[src/rtl/muldiv_sequencer.sv]
// Iterative signed multiply/divide engine for the multicycle CPU.
// One shared (WIDTH+1)-bit adder serves both the radix-2 Booth multiply
// and the restoring divide; a small FSM plus an iteration counter sequence it.
// Multiply: WIDTH Booth steps on {acc, q, q_m1}, product = {acc[W-1:0], q}.
// Divide: WIDTH restoring steps on magnitudes, sign fix applied in FINISH.
module muldiv_sequencer #(
  parameter int WIDTH = 32,
  parameter int CNT_W = 6
) (
  input  logic             clk,
  input  logic             reset,
  input  logic             mult_start,
  input  logic             div_start,
  input  logic [WIDTH-1:0] op_a,
  input  logic [WIDTH-1:0] op_b,
  output logic             busy,
  output logic             done,
  output logic             divzero,
  output logic [WIDTH-1:0] hi_res,
  output logic [WIDTH-1:0] lo_res
);

  localparam logic [2:0] ST_IDLE   = 3'd0;
  localparam logic [2:0] ST_MULT   = 3'd1;
  localparam logic [2:0] ST_DIV    = 3'd2;
  localparam logic [2:0] ST_FINISH = 3'd3;
  localparam logic [2:0] ST_DZERO  = 3'd4;

  localparam logic [CNT_W-1:0] LAST_STEP = CNT_W'(WIDTH - 1);

  // Architectural and datapath state
  logic [2:0]       state_reg,   state_next;
  logic [CNT_W-1:0] cnt_reg,     cnt_next;
  logic [WIDTH:0]   acc_reg,     acc_next;     // Booth partial product / divide remainder
  logic [WIDTH-1:0] q_reg,       q_next;       // multiplier shift reg / dividend->quotient
  logic             qm1_reg,     qm1_next;     // Booth q[-1] bit
  logic [WIDTH-1:0] m_reg,       m_next;       // multiplicand / divisor magnitude
  logic             is_div_reg,  is_div_next;
  logic             neg_q_reg,   neg_q_next;   // operand signs differ
  logic             neg_r_reg,   neg_r_next;   // dividend negative
  logic             busy_reg,    busy_next;
  logic             done_reg,    done_next;
  logic             divzero_reg, divzero_next;
  logic [WIDTH-1:0] hi_reg,      hi_next;
  logic [WIDTH-1:0] lo_reg,      lo_next;

  // Shared adder and operand conditioning
  logic [WIDTH:0]   m_ext;
  logic [WIDTH:0]   div_shift;
  logic [WIDTH:0]   add_a;
  logic [WIDTH:0]   add_b;
  logic             add_sub;
  logic [WIDTH:0]   add_sum;
  logic [1:0]       booth_bits;
  logic [WIDTH-1:0] abs_a;
  logic [WIDTH-1:0] abs_b;
  logic [WIDTH-1:0] quot_fixed;
  logic [WIDTH-1:0] rem_fixed;

  assign busy    = busy_reg;
  assign done    = done_reg;
  assign divzero = divzero_reg;
  assign hi_res  = hi_reg;
  assign lo_res  = lo_reg;

  // Operand magnitudes; the most-negative value maps to 2**(WIDTH-1) as unsigned
  always_comb begin
    abs_a = op_a[WIDTH-1] ? (~op_a + 1'b1) : op_a;
    abs_b = op_b[WIDTH-1] ? (~op_b + 1'b1) : op_b;
  end

  // Shared adder: Booth add/subtract of the multiplicand, or divide trial subtract
  always_comb begin
    booth_bits = {q_reg[0], qm1_reg};
    // divisor magnitude is unsigned; multiplicand is sign-extended to avoid overflow
    m_ext      = is_div_reg ? {1'b0, m_reg} : {m_reg[WIDTH-1], m_reg};
    div_shift  = {acc_reg[WIDTH-1:0], q_reg[WIDTH-1]};
    add_a      = is_div_reg ? div_shift : acc_reg;
    add_sub    = is_div_reg || (booth_bits == 2'b10);
    add_b      = add_sub ? ~m_ext : m_ext;
    add_sum    = add_a + add_b + {{WIDTH{1'b0}}, add_sub};
  end

  // Sign correction: quotient truncates toward zero, remainder follows the dividend
  always_comb begin
    quot_fixed = neg_q_reg ? (~q_reg + 1'b1) : q_reg;
    rem_fixed  = neg_r_reg ? (~acc_reg[WIDTH-1:0] + 1'b1) : acc_reg[WIDTH-1:0];
  end

  // Next-state logic for the sequencer FSM and the shared datapath
  always_comb begin
    state_next   = state_reg;
    cnt_next     = cnt_reg;
    acc_next     = acc_reg;
    q_next       = q_reg;
    qm1_next     = qm1_reg;
    m_next       = m_reg;
    is_div_next  = is_div_reg;
    neg_q_next   = neg_q_reg;
    neg_r_next   = neg_r_reg;
    busy_next    = busy_reg;
    done_next    = 1'b0;
    divzero_next = 1'b0;
    hi_next      = hi_reg;
    lo_next      = lo_reg;

    case (state_reg)
      ST_IDLE: begin
        // multiply wins over a simultaneous divide; the divide is dropped
        if (mult_start) begin
          m_next      = op_a;
          q_next      = op_b;
          acc_next    = '0;
          qm1_next    = 1'b0;
          cnt_next    = '0;
          is_div_next = 1'b0;
          neg_q_next  = 1'b0;
          neg_r_next  = 1'b0;
          busy_next   = 1'b1;
          state_next  = ST_MULT;
        end else if (div_start) begin
          busy_next = 1'b1;
          if (op_b == '0) begin
            state_next = ST_DZERO;
          end else begin
            m_next      = abs_b;
            q_next      = abs_a;
            acc_next    = '0;
            qm1_next    = 1'b0;
            cnt_next    = '0;
            is_div_next = 1'b1;
            neg_q_next  = op_a[WIDTH-1] ^ op_b[WIDTH-1];
            neg_r_next  = op_a[WIDTH-1];
            state_next  = ST_DIV;
          end
        end
      end

      ST_MULT: begin
        // add/sub selected by the Booth pair, then arithmetic shift right of {acc,q,q_m1}
        if (booth_bits == 2'b01 || booth_bits == 2'b10) begin
          acc_next = {add_sum[WIDTH], add_sum[WIDTH:1]};
          q_next   = {add_sum[0], q_reg[WIDTH-1:1]};
        end else begin
          acc_next = {acc_reg[WIDTH], acc_reg[WIDTH:1]};
          q_next   = {acc_reg[0], q_reg[WIDTH-1:1]};
        end
        qm1_next = q_reg[0];
        cnt_next = cnt_reg + 1'b1;
        if (cnt_reg == LAST_STEP) begin
          state_next = ST_FINISH;
        end
      end

      ST_DIV: begin
        // shift remainder left, keep the trial difference when it is non-negative
        if (add_sum[WIDTH]) begin
          acc_next = div_shift;
        end else begin
          acc_next = add_sum;
        end
        q_next   = {q_reg[WIDTH-2:0], ~add_sum[WIDTH]};
        cnt_next = cnt_reg + 1'b1;
        if (cnt_reg == LAST_STEP) begin
          state_next = ST_FINISH;
        end
      end

      ST_FINISH: begin
        if (is_div_reg) begin
          hi_next = rem_fixed;
          lo_next = quot_fixed;
        end else begin
          hi_next = acc_reg[WIDTH-1:0];
          lo_next = q_reg;
        end
        done_next  = 1'b1;
        busy_next  = 1'b0;
        state_next = ST_IDLE;
      end

      ST_DZERO: begin
        // results are left untouched so HI/LO keep the previous operation's value
        done_next    = 1'b1;
        divzero_next = 1'b1;
        busy_next    = 1'b0;
        state_next   = ST_IDLE;
      end

      default: begin
        busy_next  = 1'b0;
        state_next = ST_IDLE;
      end
    endcase
  end

  // State registers with synchronous reset that also aborts any running operation
  always_ff @(posedge clk) begin
    if (reset) begin
      state_reg   <= ST_IDLE;
      cnt_reg     <= '0;
      acc_reg     <= '0;
      q_reg       <= '0;
      qm1_reg     <= 1'b0;
      m_reg       <= '0;
      is_div_reg  <= 1'b0;
      neg_q_reg   <= 1'b0;
      neg_r_reg   <= 1'b0;
      busy_reg    <= 1'b0;
      done_reg    <= 1'b0;
      divzero_reg <= 1'b0;
      hi_reg      <= '0;
      lo_reg      <= '0;
    end else begin
      state_reg   <= state_next;
      cnt_reg     <= cnt_next;
      acc_reg     <= acc_next;
      q_reg       <= q_next;
      qm1_reg     <= qm1_next;
      m_reg       <= m_next;
      is_div_reg  <= is_div_next;
      neg_q_reg   <= neg_q_next;
      neg_r_reg   <= neg_r_next;
      busy_reg    <= busy_next;
      done_reg    <= done_next;
      divzero_reg <= divzero_next;
      hi_reg      <= hi_next;
      lo_reg      <= lo_next;
    end
  end

endmodule

[config.mk]
export PLATFORM = sky130hd
export DESIGN_NAME = muldiv_sequencer
export DESIGN_NICKNAME = d
export VERILOG_FILES = /design/src/rtl/muldiv_sequencer.sv
export SDC_FILE = /design/constraint.sdc
export NUM_CORES = 1
export LEC_CHECK = 0
export ABC_CLOCK_PERIOD_IN_PS = 8700
export CAP_MARGIN = 10
export CORE_ASPECT_RATIO = 1.75
export CORE_MARGIN = 2
export CORE_UTILIZATION = 40
export DETAILED_ROUTE_END_ITERATION = 10
export PLACE_DENSITY = 0.64
export SYNTH_ARGS = -nofsm -noshare
export SYNTH_HDL_FRONTEND = slang
export SYNTH_SLANG_ARGS = --single-unit
export TNS_END_PERCENT = 100
[constraint.sdc]
create_clock -name clk -period 8.7 [get_ports clk]
set_input_delay 0.87 -clock clk [delete_from_list [all_inputs] [get_ports clk]]
set_output_delay 0.87 -clock clk [all_outputs]
set_load 0.05 [all_outputs]
* Yosys cells after proc, flatten, opt, wreduce, memory -nomap -nowiden
Index checks and enable logic that the tools add are counted.
** Storage, ports and cells
- Word-level logic and storage cells :: 109
- Output and inout bits :: 67
- Bits of input ports :: 68
- Flip-flop bits (word level) :: 177
** Cells by class
- Reductions and logical operators :: 17
- Equality and inequality tests :: 12
- Add/sub/neg operators :: 7
- Bitwise gates (word level) :: 8
- Mux-type cells :: 50
** Operators with widths (number)
- $mux 32 :: 13
- $mux 33 :: 8
- $add 32x1->32 const B :: 4
- $not 32->32 :: 4
- $pmux 33 s3 :: 1
- $pmux 32 s3 :: 1
- $add 33x1->33 :: 1
- $add 33x33->33 :: 1
- $not 33->33 :: 1
- $logic_not 32->1 :: 1
- $mux 6 :: 3
- $mux 1 :: 16
- $mux 3 :: 4
- $pmux 6 s2 :: 1
- $reduce_and 3->1 :: 4
- $add 6x1->6 const B :: 1
- $eq 3x2->1 const B :: 2
- $eq 6x5->1 const B :: 1
- $ne 3x3->1 const B :: 2
- $pmux 3 s2 :: 1
- $reduce_bool 2->1 :: 3
- $ne 2x2->1 const B :: 2
- $pmux 1 s2 :: 2
- $reduce_and 2->1 :: 2
- 12 further kinds :: 15

* Depth between registers and ports, before layout
- Word-level depth :: 7
- Mapped depth :: 18
- Gate-level depth less buffers :: 15

* Least setup slack after synthesis
Ideal clock, no wire load.
- Path type :: register -> register
- From :: register is_div_reg
- To :: register acc_reg[25]
- Period minus slack after synthesis :: 4459 ps
- Path slack :: 4241 ps
- Cell stages (with the launch flop) :: 18
- Path buffers :: 5
- Required time :: 8623 ps
- Setup time :: 77 ps
- Arrival time :: 4382 ps
- Cells stage by stage :: dfxtp_1 -> clkbuf_1 -> clkbuf_1 -> buf_1 -> clkbuf_1 -> o21ai_0 -> fa_1 -> a211oi_2 -> nor3_1 -> o41a_1 -> a31oi_4 -> nand4_1 -> a31oi_2 -> a211oi_1 -> or2_1 -> buf_2 -> or3_1 -> a41oi_2
** On the way
- Word-level cells in the longest chain between the ends :: 7
- Elaborated cells on any way between the ends :: 10
- Classes of those cells :: add/sub: 2; mux: 6; bitwise: 1; reduce/logical: 1
** RTL lines
- start, declared :: RTL line 38 : logic is_div_reg, is_div_next;
- start signal, assigned :: RTL line 221 : is_div_reg <= is_div_next;
- $mux 33 :: RTL line 76 : m_ext = is_div_reg ? {1'b0, m_reg} : {m_reg[WIDTH-1], m_reg};
- $not 33->33 :: RTL line 80 : add_b = add_sub ? ~m_ext : m_ext;
- $mux 33 :: RTL line 80
- $add 33x33->33 :: RTL line 81 : add_sum = add_a + add_b + {{WIDTH{1'b0}}, add_sub};
- $add 33x1->33 * :: RTL line 81
- $mux 33 :: RTL line 157 : if (add_sum[WIDTH]) begin
- $pmux 33 s3 * :: RTL line 107 : case (state_reg)
- end signal, assigned :: RTL line 217 : acc_reg <= acc_next;
- end, declared :: RTL line 34 : logic [WIDTH:0] acc_reg, acc_next;
Mark *: on every way between the ends. The rest lies on a longest branch, timed or not. The select of a mux whose other input is x is not followed.
A chain may end at the register's enable or synchronous reset.

* Worst setup path in the final report
- From :: register is_div_reg
- To :: register acc_reg[22]
Same word-level chain as after synthesis.

==> impl_metrics.csv <==
group,metric,value,unit
route,via_count,12930,
yosys,synth_fp_nets,1821,
grt,grtUsageMet1,25.46,%
floorplanning,start_util,40.53,%
clock_network,clk_path_buf_depth,2,
critical_path,critPathSlowestCell,"nor2_4",
clock_network,holdBufCountCts,0,
grt,grt_pass1_vias,12800,
grt,antenna_found_initial,1,
grt,use_met2,48.69,%
critical_path,worstPathArrival,5.65,ns
finish,final_cell_mix,"nand2_1 (187), nor2_1 (182), dfxtp_1 (176)",
clock_network,cts-root-buf,"clkbuf_16",
finish,post-route-util,46.86,%
critical_path,r2r_end,"acc_reg[22]$_SDFFE_PP0P_",
grt,met3_usage,3.295,%
critical_path,timing.rr.start,"is_div_reg$_SDFFE_PP0P_",
route,totalWireLength,44180,um
finish,area_growth_syn_to_layout,15.64,%
place,gp_congestion,0.9451,
sta,whs,0.4575,ns
yosys,synthCells,1715,
clock_network,cts_buffers,17,
sta,min_period,5.353,ns
grt,grt_pass1_wl,69570,um
place,io_buffer_count,134,
critical_path,critical_path.endpoint_type,"flip-flop",
route,ant_nets,0,
sta,finalHoldViolCount,0,
finish,layout-drive-gt1-share,6.168,%
min_path,hold_class,"reg -> reg",
floorplanning,rows,87,
pwr,powerDensity,367.9,nW/um2
min_path,hold_start,"qm1_reg$_SDFFE_PP0P_",
clock_network,htree_levels,4,
critical_path,path_cells,"nor2_4 > xnor2_1 > fa_1 > a211oi_2 > nor3_1 > o41a_1 > a31oi_4 > nand4_1 > a31oi_2 > a211oi_1 > nor2_4 > buf_4 > mux2i_1 > o22ai_1",
sta,fin_setup_tns,0,ns
critical_path,cpPeakStageDelay,1.01,ns
grt,grt_max_degree,94,
route,wire_per_inst,20.53,um
sta,slew_viol_final,0,
job,cap_violations,0,
critical_path,path_delay_family,"compound AO/OA/AOI/OAI gates",
critical_path,cp-start-kind,"flip-flop",
floorplanning,core,32220,um2
clock_network,clock_latency,0.46,ns
yosys,synth_flop_cell,"dfxtp_1",
pwr,peakVddDrop,233.2,uV
sta,fmax,186.8,MHz
yosys,synth.distinct_cells,83,
sta,rsz0062_at_grt,"false",
floorplanning,die_x,140.6,um
route,drcViolationCount,0,
clock_network,post-cts-setup-buffers,0,
critical_path,cp_num_buf_inv,1,
route,drtIter0Drc,740,
critical_path,critical_path_class,"reg -> reg",
floorplanning,die_h,243.0,um
grt,grtUsageTotal,25.93,%
yosys,syn_area,13060,um2
finish,largest_register_ffs,33,
clock_network,clkTransAtPathRegs,0.08,ns
outcome,status,"completed",
yosys,syn_area_per_cell,7.614,um2
clock_network,cts_tree,"built",
route,via_per_inst,6.008,
sta,slew_headroom,23.32,%
min_path,whs_path_depth,2,
sta,tightest_slew,1.147,ns
yosys,synth-edff-count,0,
finish,mostFrequentLayoutCell,"nand2_1",
finish,nets,1844,
critical_path,crit_path_max_fanout,52,
sta,skew,0.01161,ns
floorplanning,die_area,34160,um2
yosys,ys_warn_count,0,
finish,fill_cells,3262,
yosys,synth-seq-cells,177,
clock_network,cts_resized,0,
sta,finalCritPeriodShare,61.53,%
critical_path,crit_top_cell,"nor2_4",
clock_network,cts_sinks,177,
place,place_hpwl,33300,um
grt,top_usage_layer,"met2",
floorplanning,num_io_pins,135,
sta,setup_violations,0,
yosys,ys_async_sr_fraction,0,%
grt,grt_overflow_total,0,
critical_path,worstRegToRegCells,14,
pwr,p_leak,5.412,nW
yosys,ys_seq_area_share,27.14,%
critical_path,cp.required,8.99,ns
route,dr.pass1.iters,7,
critical_path,r2r_slack,3.35,ns
min_path,hold_end,"qm1_reg$_SDFFE_PP0P_",
## final cells by class
| class | count | area (um2) | area share (%) |
|---|---|---|---|
| antenna | 1 | 2.502 | 0.01657 |
| clock buffer | 17 | 425.4 | 2.817 |
| clock inverter | 15 | 220.2 | 1.458 |
| inverter | 28 | 105.1 | 0.6961 |
| multi-input combinational | 1364 | 8845 | 58.58 |
| sequential | 177 | 3545 | 23.48 |
| tap | 400 | 500.5 | 3.315 |
| timing repair buffer | 150 | 1456 | 9.645 |
## how the worst max path moves through the flow
stage                                       start                  endpoint  slack [ns]  depth (start not counted)
after detailed placement  is_div_reg$_SDFFE_PP0P_  acc_reg[15]$_SDFFE_PP0P_        3.43                         14
after global routing      is_div_reg$_SDFFE_PP0P_  acc_reg[22]$_SDFFE_PP0P_        2.99                         14
after CTS                 is_div_reg$_SDFFE_PP0P_   acc_reg[9]$_SDFFE_PP0P_        3.38                         14
after global placement    is_div_reg$_SDFFE_PP0P_  acc_reg[10]$_SDFFE_PP0P_        3.54                         14
final                     is_div_reg$_SDFFE_PP0P_  acc_reg[22]$_SDFFE_PP0P_        3.35                         14
after floorplan           is_div_reg$_SDFFE_PP0P_  acc_reg[25]$_SDFFE_PP0P_        4.24                         17
## stage by stage
step / instance area (um2) / cells / total power (W) / worst slack (ns)
final: 15100 / 2152 / 0.005556 / 3.347
after global routing: 15100 / 2152 / 0.005928 / 2.992
after CTS: 15100 / 2151 / 0.005547 / 3.381
after detailed placement: 14450 / 2119 / 0.004694 / 3.430
after global placement: 14450 / 2119 / 0.004652 / 3.537
after floorplan: 13060 / 1715 / 0.003776 / 4.241
## per-layer routing
| metal | wire length, um | up-vias |
|---|---|---|
| li1 | - | 6247 |
| met1 | 15660 | 6130 |
| met2 | 23550 | 402 |
| met3 | 1436 | 151 |
| met4 | 3534 | 0 |
| met5 | 0 | - |
## logic make-up after synthesis
family / count (synthesis) / synth area share (%)
adders and majority gates: 38 / 3.699
and+or+nand+nor: 539 / 18.71
xor gates and xnor gates: 174 / 11.67
AOI/OAI and AO/OA: 539 / 27.41
muxes: 74 / 5.912
buffers and inverters: 174 / 5.462
DFF: 177 / 27.14
## worst register-to-register path, cell delays in order (launching register included)
cell      delay [ns]
dfxtp_2         0.63
nor2_4          1.01
xnor2_1         0.26
fa_1            0.52
a211oi_2        0.27
nor3_1          0.10
o41a_1          0.47
a31oi_4         0.28
nand4_1         0.15
a31oi_2         0.25
a211oi_1        0.18
nor2_4          0.15
buf_4           0.50
mux2i_1         0.29
o22ai_1         0.10
## synthesized netlist by cell type (all sizes together), types with 28 or more instances
master | instances | share of area [%]
mux2i | 49 | 3.8
xor2 | 81 | 5.4
dfxtp | 177 | 27
o31ai | 30 | 1.7
clkbuf | 118 | 3.4
buf | 28 | 1.3
ha | 37 | 3.5
o21ai | 116 | 4.4
inv | 28 | 0.80
nor3 | 51 | 2.0
xnor2 | 93 | 6.2
nand2 | 189 | 5.5
a211oi | 74 | 4.3
nor2 | 185 | 5.3
a21oi | 144 | 5.5
## power breakdown
part	switching [W]	total, W	internal [W]
clock	0.000380	0.000846	0.000466
sequential	0.000336	0.00136	0.00102
combinational	0.00212	0.00335	0.00123
Power figures use the tool's default switching activity.
